==> config.mk <==
export PLATFORM = sky130hd
export DESIGN_NAME = food_manager
export DESIGN_NICKNAME = d
export VERILOG_FILES = /design/src/rtl/food_manager.sv
export SDC_FILE = /design/constraint.sdc
export NUM_CORES = 1
export LEC_CHECK = 0
export ABC_AREA = 0
export BUFFER_PORTS_ARGS = -buffer_cell sky130_fd_sc_hd__buf_4
export CORE_MARGIN = 2
export CORE_UTILIZATION = 50
export CTS_CLUSTER_SIZE = 12
export DETAILED_ROUTE_END_ITERATION = 8
export PLACE_DENSITY = 0.76
export SYNTH_ARGS = -nofsm -noshare
export SYNTH_HDL_FRONTEND = slang
export SYNTH_SLANG_ARGS = --single-unit
==> constraint.sdc <==
create_clock -name clk -period 1.8 [get_ports clk]
set_input_delay 0.18 -clock clk [delete_from_list [all_inputs] [get_ports clk]]
set_output_delay 0.18 -clock clk [all_outputs]
set_load 0.03 [all_outputs]
==> src/rtl/food_manager.sv <==
`default_nettype none
// +----------------------------------------------------------------------------+
// | Module  : food_manager                                                     |
// | Brief   : Places food pseudo-randomly, detects eats, issues grow/add_cube. |
// | Revision: 1.0 - initial release                                            |
// +----------------------------------------------------------------------------+
module food_manager #(
  parameter int          GRID_W    = 40,
  parameter int          GRID_H    = 30,
  parameter int          ADD_HOLD  = 4,
  parameter int          MAX_TRIES = 64,
  parameter logic [15:0] LFSR_SEED = 16'hACE1
) (
  input  logic       clk,
  input  logic       reset,
  input  logic       game_en,
  input  logic       head_valid,
  input  logic [5:0] head_x,
  input  logic [4:0] head_y,
  output logic [5:0] food_x,
  output logic [4:0] food_y,
  output logic       food_valid,
  output logic       add_cube,
  output logic       grow
);

  localparam int c_try_w  = $clog2(MAX_TRIES + 1);
  localparam int c_hold_w = $clog2(ADD_HOLD + 1);

  localparam logic [c_try_w-1:0]  c_try_last  = c_try_w'(MAX_TRIES - 1);
  localparam logic [c_hold_w-1:0] c_hold_last = c_hold_w'(ADD_HOLD - 1);
  localparam logic [6:0]          c_grid_w    = 7'(GRID_W);
  localparam logic [5:0]          c_grid_h    = 6'(GRID_H);
  localparam logic [5:0]          c_fall_x    = 6'(GRID_W - 1);
  localparam logic [4:0]          c_fall_y    = 5'(GRID_H - 1);

  localparam logic [1:0] c_st_idle   = 2'd0;
  localparam logic [1:0] c_st_place  = 2'd1;
  localparam logic [1:0] c_st_active = 2'd2;

  logic [1:0]          r_state;
  logic [1:0]          w_next_state;
  logic [15:0]         r_lfsr;
  logic                w_lfsr_fb;
  logic [5:0]          w_cx;
  logic [4:0]          w_cy;
  logic                w_cand_ok;
  logic                w_head_at_origin;
  logic                w_eat;
  logic [c_try_w-1:0]  r_try_cnt;
  logic [c_try_w-1:0]  w_try_nxt;
  logic [5:0]          w_food_x_nxt;
  logic [4:0]          w_food_y_nxt;
  logic                w_food_valid_nxt;
  logic [c_hold_w-1:0] r_hold_cnt;
  logic                r_gap;
  logic                r_pending;

  assign w_lfsr_fb        = r_lfsr[15] ^ r_lfsr[13] ^ r_lfsr[12] ^ r_lfsr[10];
  assign w_cx             = r_lfsr[5:0];
  assign w_cy             = r_lfsr[12:8];
  assign w_cand_ok        = ({1'b0, w_cx} < c_grid_w) && ({1'b0, w_cy} < c_grid_h) &&
                            !((w_cx == head_x) && (w_cy == head_y));
  assign w_head_at_origin = (head_x == 6'd0) && (head_y == 5'd0);
  assign w_eat            = game_en && (r_state == c_st_active) && food_valid && head_valid &&
                            (head_x == food_x) && (head_y == food_y);

  always_ff @(posedge clk) begin
    if (!reset) begin
      r_state <= c_st_idle;
    end else begin
      r_state <= w_next_state;
    end
  end

  always_comb begin
    w_next_state = r_state;
    if (!game_en) begin
      w_next_state = c_st_idle;
    end else begin
      case (r_state)
        c_st_idle:   w_next_state = c_st_place;
        c_st_place:  if (w_cand_ok || (r_try_cnt == c_try_last)) w_next_state = c_st_active;
        c_st_active: if (w_eat) w_next_state = c_st_place;
        default:     w_next_state = c_st_idle;
      endcase
    end
  end

  always_comb begin
    w_food_x_nxt     = food_x;
    w_food_y_nxt     = food_y;
    w_food_valid_nxt = food_valid;
    w_try_nxt        = r_try_cnt;
    if (!game_en) begin
      w_food_valid_nxt = 1'b0;
    end else begin
      case (r_state)
        c_st_idle: begin
          w_food_valid_nxt = 1'b0;
          w_try_nxt        = '0;
        end
        c_st_place: begin
          if (w_cand_ok) begin
            w_food_x_nxt     = w_cx;
            w_food_y_nxt     = w_cy;
            w_food_valid_nxt = 1'b1;
          end else if (r_try_cnt == c_try_last) begin
            // Fallback guarantees bounded placement latency.
            w_food_x_nxt     = w_head_at_origin ? c_fall_x : 6'd0;
            w_food_y_nxt     = w_head_at_origin ? c_fall_y : 5'd0;
            w_food_valid_nxt = 1'b1;
          end else begin
            w_try_nxt = r_try_cnt + c_try_w'(1);
          end
        end
        c_st_active: begin
          if (w_eat) begin
            w_food_valid_nxt = 1'b0;
            w_try_nxt        = '0;
          end
        end
        default: w_food_valid_nxt = 1'b0;
      endcase
    end
  end

  always_ff @(posedge clk) begin
    if (!reset) begin
      r_lfsr     <= LFSR_SEED;
      food_x     <= '0;
      food_y     <= '0;
      food_valid <= 1'b0;
      grow       <= 1'b0;
      r_try_cnt  <= '0;
    end else begin
      r_lfsr     <= {r_lfsr[14:0], w_lfsr_fb};
      food_x     <= w_food_x_nxt;
      food_y     <= w_food_y_nxt;
      food_valid <= w_food_valid_nxt;
      grow       <= w_eat;
      r_try_cnt  <= w_try_nxt;
    end
  end

  // Score request: ADD_HOLD high cycles, one mandatory low cycle, 1-deep pending queue.
  always_ff @(posedge clk) begin
    if (!reset) begin
      add_cube   <= 1'b0;
      r_hold_cnt <= '0;
      r_gap      <= 1'b0;
      r_pending  <= 1'b0;
    end else begin
      if (add_cube) begin
        if (r_hold_cnt == '0) begin
          add_cube <= 1'b0;
          r_gap    <= 1'b1;
        end else begin
          r_hold_cnt <= r_hold_cnt - c_hold_w'(1);
        end
        if (w_eat) r_pending <= 1'b1;
      end else if (r_gap) begin
        r_gap     <= 1'b0;
        r_pending <= 1'b0;
        if (w_eat || (r_pending && game_en)) begin
          add_cube   <= 1'b1;
          r_hold_cnt <= c_hold_last;
        end
      end else if (w_eat) begin
        add_cube   <= 1'b1;
        r_hold_cnt <= c_hold_last;
      end
      if (!game_en) r_pending <= 1'b0;
    end
  end

endmodule
`default_nettype wire
# Word level (Yosys, flattened, before mapping)
# Cells that the tools add are included.
# classes
mux	30
n_addsub	2
n_reduce_logical	29
eq_ne	15
bitwise_logic	3
n_lt_le_gt_ge	2
# ops
op	count
7-bit two-way mux	3
7-bit case mux with 3 select lines	1
6-bit two-way mux	3
3-bit two-way mux	5
5-bit two-way mux	3
6-bit == test	2
1-bit two-way mux	11
5-bit == test	2
1-bit logical AND	10
2-bit inequality test (second input constant)	5
2-bit AND reduction	5
7-bit by 1-bit adder with 7-bit output (second input constant)	1
7-bit by 6-bit == test with 1-bit output (second input constant)	1
6-bit logical NOT	1
6-bit < comparator (second input constant)	1
2-bit case mux with 3 select lines	1
3-bit AND reduction	2
3-bit nonzero test	2
5-bit logical NOT	1
5-bit < comparator (second input constant)	1
5-bit AND reduction	1
2-bit two-way mux	2
2-bit nonzero test	2
3-bit logical NOT	1
11 further kinds	14
# word_totals
elab_cells	92
out_inout_bits	14
regBits	44
in_bits	15

# Logic depth before layout (Yosys ltp)
# Gate-level depths: netlist (run 1).
# depth
depth_word	10
ltp_mapped	8
depth_no_buf	7

# Worst setup path after synthesis (run 1)
# OpenSTA, ideal clock, no wires.
# synth_timing
kind	register to register
startpoint	register r_state[1]
endpoint	register r_try_cnt[1]
arrival_time_ns	1.733
period_less_slack_ns	1.805
path_stages_with_launch	7
required_ns	1.728
setup_ns	0.072
setup_slack_ns	-0.005
n_path_buf	0
cell_sequence	dfxtp_1 -> nand4b_1 -> nor4_1 -> nand3_1 -> nand2_1 -> and3_4 -> mux2i_1
# synth_via
elab_chain_len	8
word_cells_on_any_way	14
classes_between	eq/ne (5); mux (1); reduce/logical (8)
# synth_lines
element	line	rtl
start: declaration	41	logic [1:0] r_state;
start signal: assignment	70	r_state <= c_st_idle;
start signal: assignment	72	r_state <= w_next_state;
2-bit == test	65, 98	
1-bit logical AND (4 in a row)	65	assign w_eat = game_en && (r_state == c_st_active) && food_valid && head_valid &&
1-bit logical AND	66	(head_x == food_x) && (head_y == food_y);
2-bit inequality test (no line)	--	
5-bit AND reduction (no line)	--	
end signal: assignment	142	r_try_cnt <= w_try_nxt;
end: declaration	50	logic [c_try_w-1:0] r_try_cnt;
# Several ways; a longest one is shown, not always the timed one.
# A chain may end at the register's enable or synchronous reset.

# Worst setup path after layout (run 1)
# layout_timing
startpoint	register r_lfsr[12]
endpoint	register food_x[2]
# layout_via
elab_chain_len	6
word_cells_on_any_way	9
classes_between	order compare (1); eq/ne (1); mux (1); reduce/logical (6)
# layout_lines
element	line	rtl
start: declaration	43	logic [15:0] r_lfsr;
start signal: assignment	137	r_lfsr <= {r_lfsr[14:0], w_lfsr_fb};
parallel branches: the longest is 3 deep, another holds 5-bit < comparator	--	
1-bit logical AND *	62	assign w_cand_ok = ({1'b0, w_cx} < c_grid_w) && ({1'b0, w_cy} < c_grid_h) &&
2-bit nonzero test (no line)	--	
3-bit AND reduction (no line)	--	
end signal: assignment	138	food_x <= w_food_x_nxt;
end: declaration	20	output logic [5:0] food_x,
# Mark *: on every way between the ends.

==> impl_metrics.ini, run 1 <==
[outcome]
status = finished, final reports clean

[timing]
hold_slack_ns = 0.223
hold_violations = 0
fin_skew_ns = 0.00934
rsz0062_at_grt = true
finalSetupViolCount = 0
slew_violations = 0
finalSetupTns_ns = 0
finalCritPeriodShare = 0.981
worst_pin_slew_ns = 0.349
slew_headroom = 0.765
fmax_mhz = 566
period_minus_slack_ns = 1.77

[final_layout]
layout.nets = 311
final_area_sq_um = 2780
antenna_cells = 0
area_delta_synth_final_pct = 34.5
layout_common_cells = 63 x buf_4, 32 x dfxtp_1, 19 x a21oi_1
layout_commonest_cell = buf_4
drive_above_1_share = 0.344

[global_route]
busiest_layer = met2
grt_max_degree = 27
met2_usage = 0.387
gr-usage-met1 = 0.314
grt_usage = 0.245
grt_pass1_vias = 1783
antenna_found_initial = 0
grt_pass1_wl_um = 8290
grtUsageMet3 = 0.0674
grt.overflow.total = 0

[clock_network]
postCtsHoldBufs = 0
clock_sinks = 43
cts_buffer_depth = 2
root_buffer = clkbuf_8
cts_tree = done
clock_latency_ns = 0.30
h-tree-depth = 2
path_clk_slew_ns = 0.08
cts_inserted_buffers = 5

[logic_synthesis]
synth_nets = 250
synthCells = 232
async_flop_share = 0
mappedNetlistArea_sq_um = 2060
synth_flop_cell = dfxtp_1
synth.area.top_cells = dfxtp_1 42%, xor2_1 5.5%, xnor2_1 5.1%
synth_seq_cells = 43
synthDistinctLibCells = 42
yosysWarnings = 0
synth-edff-count = 0
ys_seq_area_frac = 0.417
synth_top_area_frac = 0.417
syn_avg_cell_area_sq_um = 8.90
yosysTopAreaCell = dfxtp_1

[critical_path]
endpoint_kind = register
critPathSlowestCell = o31a_1
critPathBufInv = 1
required_ns = 2.00
r2r_start = r_lfsr[12]
crit_chain = xnor2_1 -> nand3_1 -> o31a_1 -> buf_4 -> a41oi_1 -> a21oi_1 -> or2_1
r2r-end = food_x[2]
cp-start-kind = register
crit_type = register to register
cp.arrival_ns = 1.96
critPathMaxFanout = 8
slowest_delay_ns = 0.36
path_delay_family = compound AO/OA/AOI/OAI gates
rr_worst_depth = 7
reg2reg_slack_ns = 0.03

[job]
max-cap-violations = 0

[drt]
dr.pass1.iters = 4
drtAntennaViolNets = 0
totalWireLength_um = 5420
post_drt_wl_per_cell_um = 15.7
drc = 0
drt_iter0_drc = 148
viasPerCell = 5.70
route.vias.total = 1960

[die]
start_util = 0.516
core_area_sq_um = 4000
fp.dieW_um = 68.3
die_h_um = 68.3
ios = 29
rows = 23
fp.dieArea_sq_um = 4660

[hold_path]
hold_path_class = input pin to register
min_to = r_hold_cnt[0]
hp-start = reset
min_path_cells = 3

[place]
post_dp_cell_area_sq_um = 2530
dpl.hpwl_um = 3780
place_congestion = 0.864
port_buffers = 28

[power]
total_leakage_power_nw = 1.16
p_per_area_nw_per_um2 = 776
ir_drop_v = 0.000602
## cell usage after synthesis (3+ instances only)
cell type,count
nor2_1,8
xnor2_1,12
nand2b_1,8
nor2b_1,4
or2_1,9
nor4_1,5
o21ai_0,3
nand4_1,4
dfxtp_1,43
and2_1,9
xor2_1,13
nand2_1,19
nor3_1,3
nand3_1,16
a41oi_1,9
a21oi_1,19
o31a_1,3
ha_1,3
clkbuf_1,4
inv_1,7
o21ai_1,5
## repair_timing
action | in CTS | in global routing
setup buffers | 2 | 1
pin swaps | 3 | 8
endpoints found under the setup margin | 8 | 21
endpoints found under the hold margin | 0 | 0
resized for setup | 6 | 22
## flip-flops by register name, summed over array words and instances, names as in the netlist
register,cells
r_gap,1
r_try_cnt,7
r_lfsr,16
r_pending,1
food_y,5
food_x,6
grow,1
r_state,2
add_cube,1
r_hold_cnt,3
## worst register-to-register path, cell delays in order (launching register included)
cell,delay (ns)
dfxtp_1,0.33
xnor2_1,0.17
nand3_1,0.12
o31a_1,0.36
buf_4,0.18
a41oi_1,0.25
a21oi_1,0.06
or2_1,0.20
## metrics by stage
stage / power (mW) / worst slack, ns / util / std cells
finish: 2.15 / 0.0347 / 0.694 / 344
global route: 2.24 / -0.0596 / 0.694 / 344
floorplan: 1.21 / 0.0166 / - / 232
global placement: 1.34 / -0.0406 / 0.632 / 333
detailed placement: 1.34 / -0.0929 / 0.632 / 333
CTS: 2.13 / -0.00291 / 0.672 / 343
## power by group
group	leakage [nW]	switching, mW	internal, mW
registers	0.353	0.0324	0.989
logic	0.742	0.177	0.171
clock network	0.0612	0.334	0.449
## how the worst max path moves through the flow
stage                       from            to  depth (start not counted)
floorplan           r_try_cnt[0]     food_x[0]                          7
global placement       head_y[0]  r_try_cnt[0]                          8
global route          r_lfsr[10]  r_try_cnt[0]                          7
detailed placement     head_y[0]  r_try_cnt[0]                          8
finish                r_lfsr[12]     food_x[2]                          7
CTS                    r_lfsr[8]  r_try_cnt[0]                          7
## logic make-up after synthesis
| group | after synthesis | share of synthesized area |
|---|---|---|
| buffers and inverters | 17 | 0.0412 |
| adder cells (fa/ha/maj) | 3 | 0.0182 |
| AO/OA/AOI/OAI | 51 | 0.169 |
| XOR/XNOR | 25 | 0.106 |
| AND/OR/NAND/NOR | 92 | 0.244 |
| flip-flops | 43 | 0.417 |
| multiplexers | 1 | 0.00485 |
## final cells by class
class	instances	area, sq um
flip-flops and latches	43	877
fillers	300	1220
clock inverters	2	35.0
multi-input cells	172	1210
well taps	50	62.6
clock buffers	6	82.6
repair buffers	64	484
inverters	7	26.3
## layer usage
| layer | wire [um] | part of all wire |
|---|---|---|
| met1 | 2390 | 0.44 |
| met5 | 0 | 0 |
| met2 | 2600 | 0.48 |
| met3 | 322 | 0.059 |
| met4 | 112 | 0.021 |
(Power assumes the default switching activity.)
==> run 2: changes to the inputs <==
--- a/config.mk
+++ b/config.mk
@@ -8,10 +8,10 @@
 export ABC_AREA = 0
 export BUFFER_PORTS_ARGS = -buffer_cell sky130_fd_sc_hd__buf_4
 export CORE_MARGIN = 2
-export CORE_UTILIZATION = 50
+export CORE_UTILIZATION = 36
 export CTS_CLUSTER_SIZE = 12
 export DETAILED_ROUTE_END_ITERATION = 8
-export PLACE_DENSITY = 0.76
+export PLACE_DENSITY = 0.58
 export SYNTH_ARGS = -nofsm -noshare
 export SYNTH_HDL_FRONTEND = slang
 export SYNTH_SLANG_ARGS = --single-unit
==> run 2 against run 1 <==
Compared with the run above: the run now ends with setup timing left; core utilization is 17 points lower; cell count is 8.1% higher; sequential share of layout area fell by 1.1 points; register-to-register slack worse by 0.06 ns; flip-flop and latch count unchanged; critical path depth is the same; clock-buffer cell count down 1; critical endpoint is now r_try_cnt[0]; largest cell class unchanged; largest power group unchanged.
==> impl_metrics.ini, run 2 (same netlist as run 1, synthesis figures left out) <==
[timing]
slew_headroom = 0.688
slew_violations = 0
rsz0062_at_grt = true
fin_ws_ns = -0.0242
worst_pin_slew_ns = 0.463
hold_slack_ns = 0.191
finalCritPeriodShare = 1.01
period_minus_slack_ns = 1.82
fmax_mhz = 548
fin_skew_ns = 0.00637
hold_violations = 0
finalSetupViolCount = 1

[place]
place_ws_ns = -0.110
dpl.hpwl_um = 3860
place_congestion = 0.913
port_buffers = 28

[drt]
drt_iter0_drc = 107
drc = 0
totalWireLength_um = 5140
post_drt_wl_per_cell_um = 13.8
dr.pass1.iters = 4
drtAntennaViolNets = 0
route.vias.total = 1874
viasPerCell = 5.04

[final_layout]
biggestRegsByFlops = r_lfsr: 16 flops, r_try_cnt: 7 flops, food_x: 6 flops
largest_reg_flops = 16
layout.nets = 318
layout_commonest_cell = buf_4
post-route-util = 0.520
antenna_cells = 0
drive_above_1_share = 0.357
layout_common_cells = 68 x buf_4, 32 x dfxtp_1, 18 x a21oi_1, 18 x nand2_1, 15 x nand3_1
top_register = r_lfsr
area_delta_synth_final_pct = 38.7

[critical_path]
critPathSlowestCell = or4_1
endpoint_kind = register
required_ns = 2.03
cp-start-kind = register
crit_type = register to register
crit_chain = xnor2_2 -> nand4_1 -> buf_4 -> o31ai_4 -> nand2_1 -> or4_1 -> o21ai_1
critPathMaxFanout = 4
slowest_delay_ns = 0.48
cp.arrival_ns = 2.05

[clock_network]
cts_tree = done
clock_sinks = 43
root_buffer = clkbuf_8
cts_inserted_buffers = 5
clock_latency_ns = 0.29
postCtsHoldBufs = 0
h-tree-depth = 2
cts_buffer_depth = 2
path_clk_slew_ns = 0.08

[global_route]
grt_usage = 0.171
grt_max_degree = 24
grt.overflow.total = 0
grt_pass1_wl_um = 8380
grt_pass1_vias = 1796
antenna_found_initial = 0

[die]
rows = 27
start_util = 0.375
ios = 29
core_area_sq_um = 5510
fp.dieW_um = 79.7
fp.dieArea_sq_um = 6360
die_h_um = 79.7

[power]
fin_total_pwr_mw = 2.11
p_per_area_nw_per_um2 = 738
ir_drop_v = 0.000441
total_leakage_power_nw = 1.19

[hold_path]
hold_path_class = input pin to register

[job]
max-cap-violations = 0

[outcome]
status = finished, violations left
violations = setup timing
-- run 2: path summary, 6_finish.rpt --
kind / startpoint / end / slack, ns / depth (start not counted)
min: reset / r_lfsr[5] / 0.19 / 2
max reg2reg: r_lfsr[5] / r_try_cnt[0] / -0.02 / 7
min reg2reg: r_lfsr[14] / r_lfsr[15] / 0.42 / 1
max: r_lfsr[5] / r_try_cnt[0] / -0.02 / 7
-- run 2: through the flow --
stage | instances | cell area [sq um] | setup TNS (ns)
6_report | 372 | 2860 | -0.0242
5_1_grt | 372 | 2860 | -0.547
4_1_cts | 371 | 2750 | -0.00370
3_5_place_dp | 364 | 2620 | -0.138
3_3_place_gp | 364 | 2620 | -0.0260
2_1_floorplan | 232 | 2070 | 0
-- run 2: worst max-delay path, delay by kind of cell (launching register included) --
family / cells / cell delay, ns
buf+inv: 1 / 0.19
simple gates: 3 / 0.76
xor+xnor: 1 / 0.11
compound gates: 2 / 0.35
flops: 1 / 0.36
-- run 2: power by group --
part	leakage (nW)	total, mW	switching, mW	internal [mW]
Sequential	0.353	1.02	0.0278	0.990
Clock	0.0502	0.731	0.326	0.405
Combinational	0.786	0.366	0.182	0.183
-- run 2: area by class of cell --
class / instances / area, sq um
clock inverters: 2 / 37.5
flip-flops and latches: 43 / 875
repair buffers: 71 / 544
multi-input cells: 172 / 1220
clock buffers: 5 / 68.8
inverters: 7 / 26.3
well taps: 72 / 90.1
fillers: 522 / 2640
-- run 2: what timing repair did --
item / CTS / global route
pin swaps: 9 / 13
setup endpoints to repair: 3 / 19
setup buffers: 0 / 1
gates resized for setup: 7 / 23
-- run 2: routing by layer --
metal  vias to the layer above  track usage  part of all wire  wire [um]
met1                       869        0.236              0.51       2610
met2                        38        0.260              0.43       2240
met4                         0       0.0638             0.020        102
met3                        12       0.0373             0.038        195
li1                        955            -                 -          -
met5                         -            0                 0          0
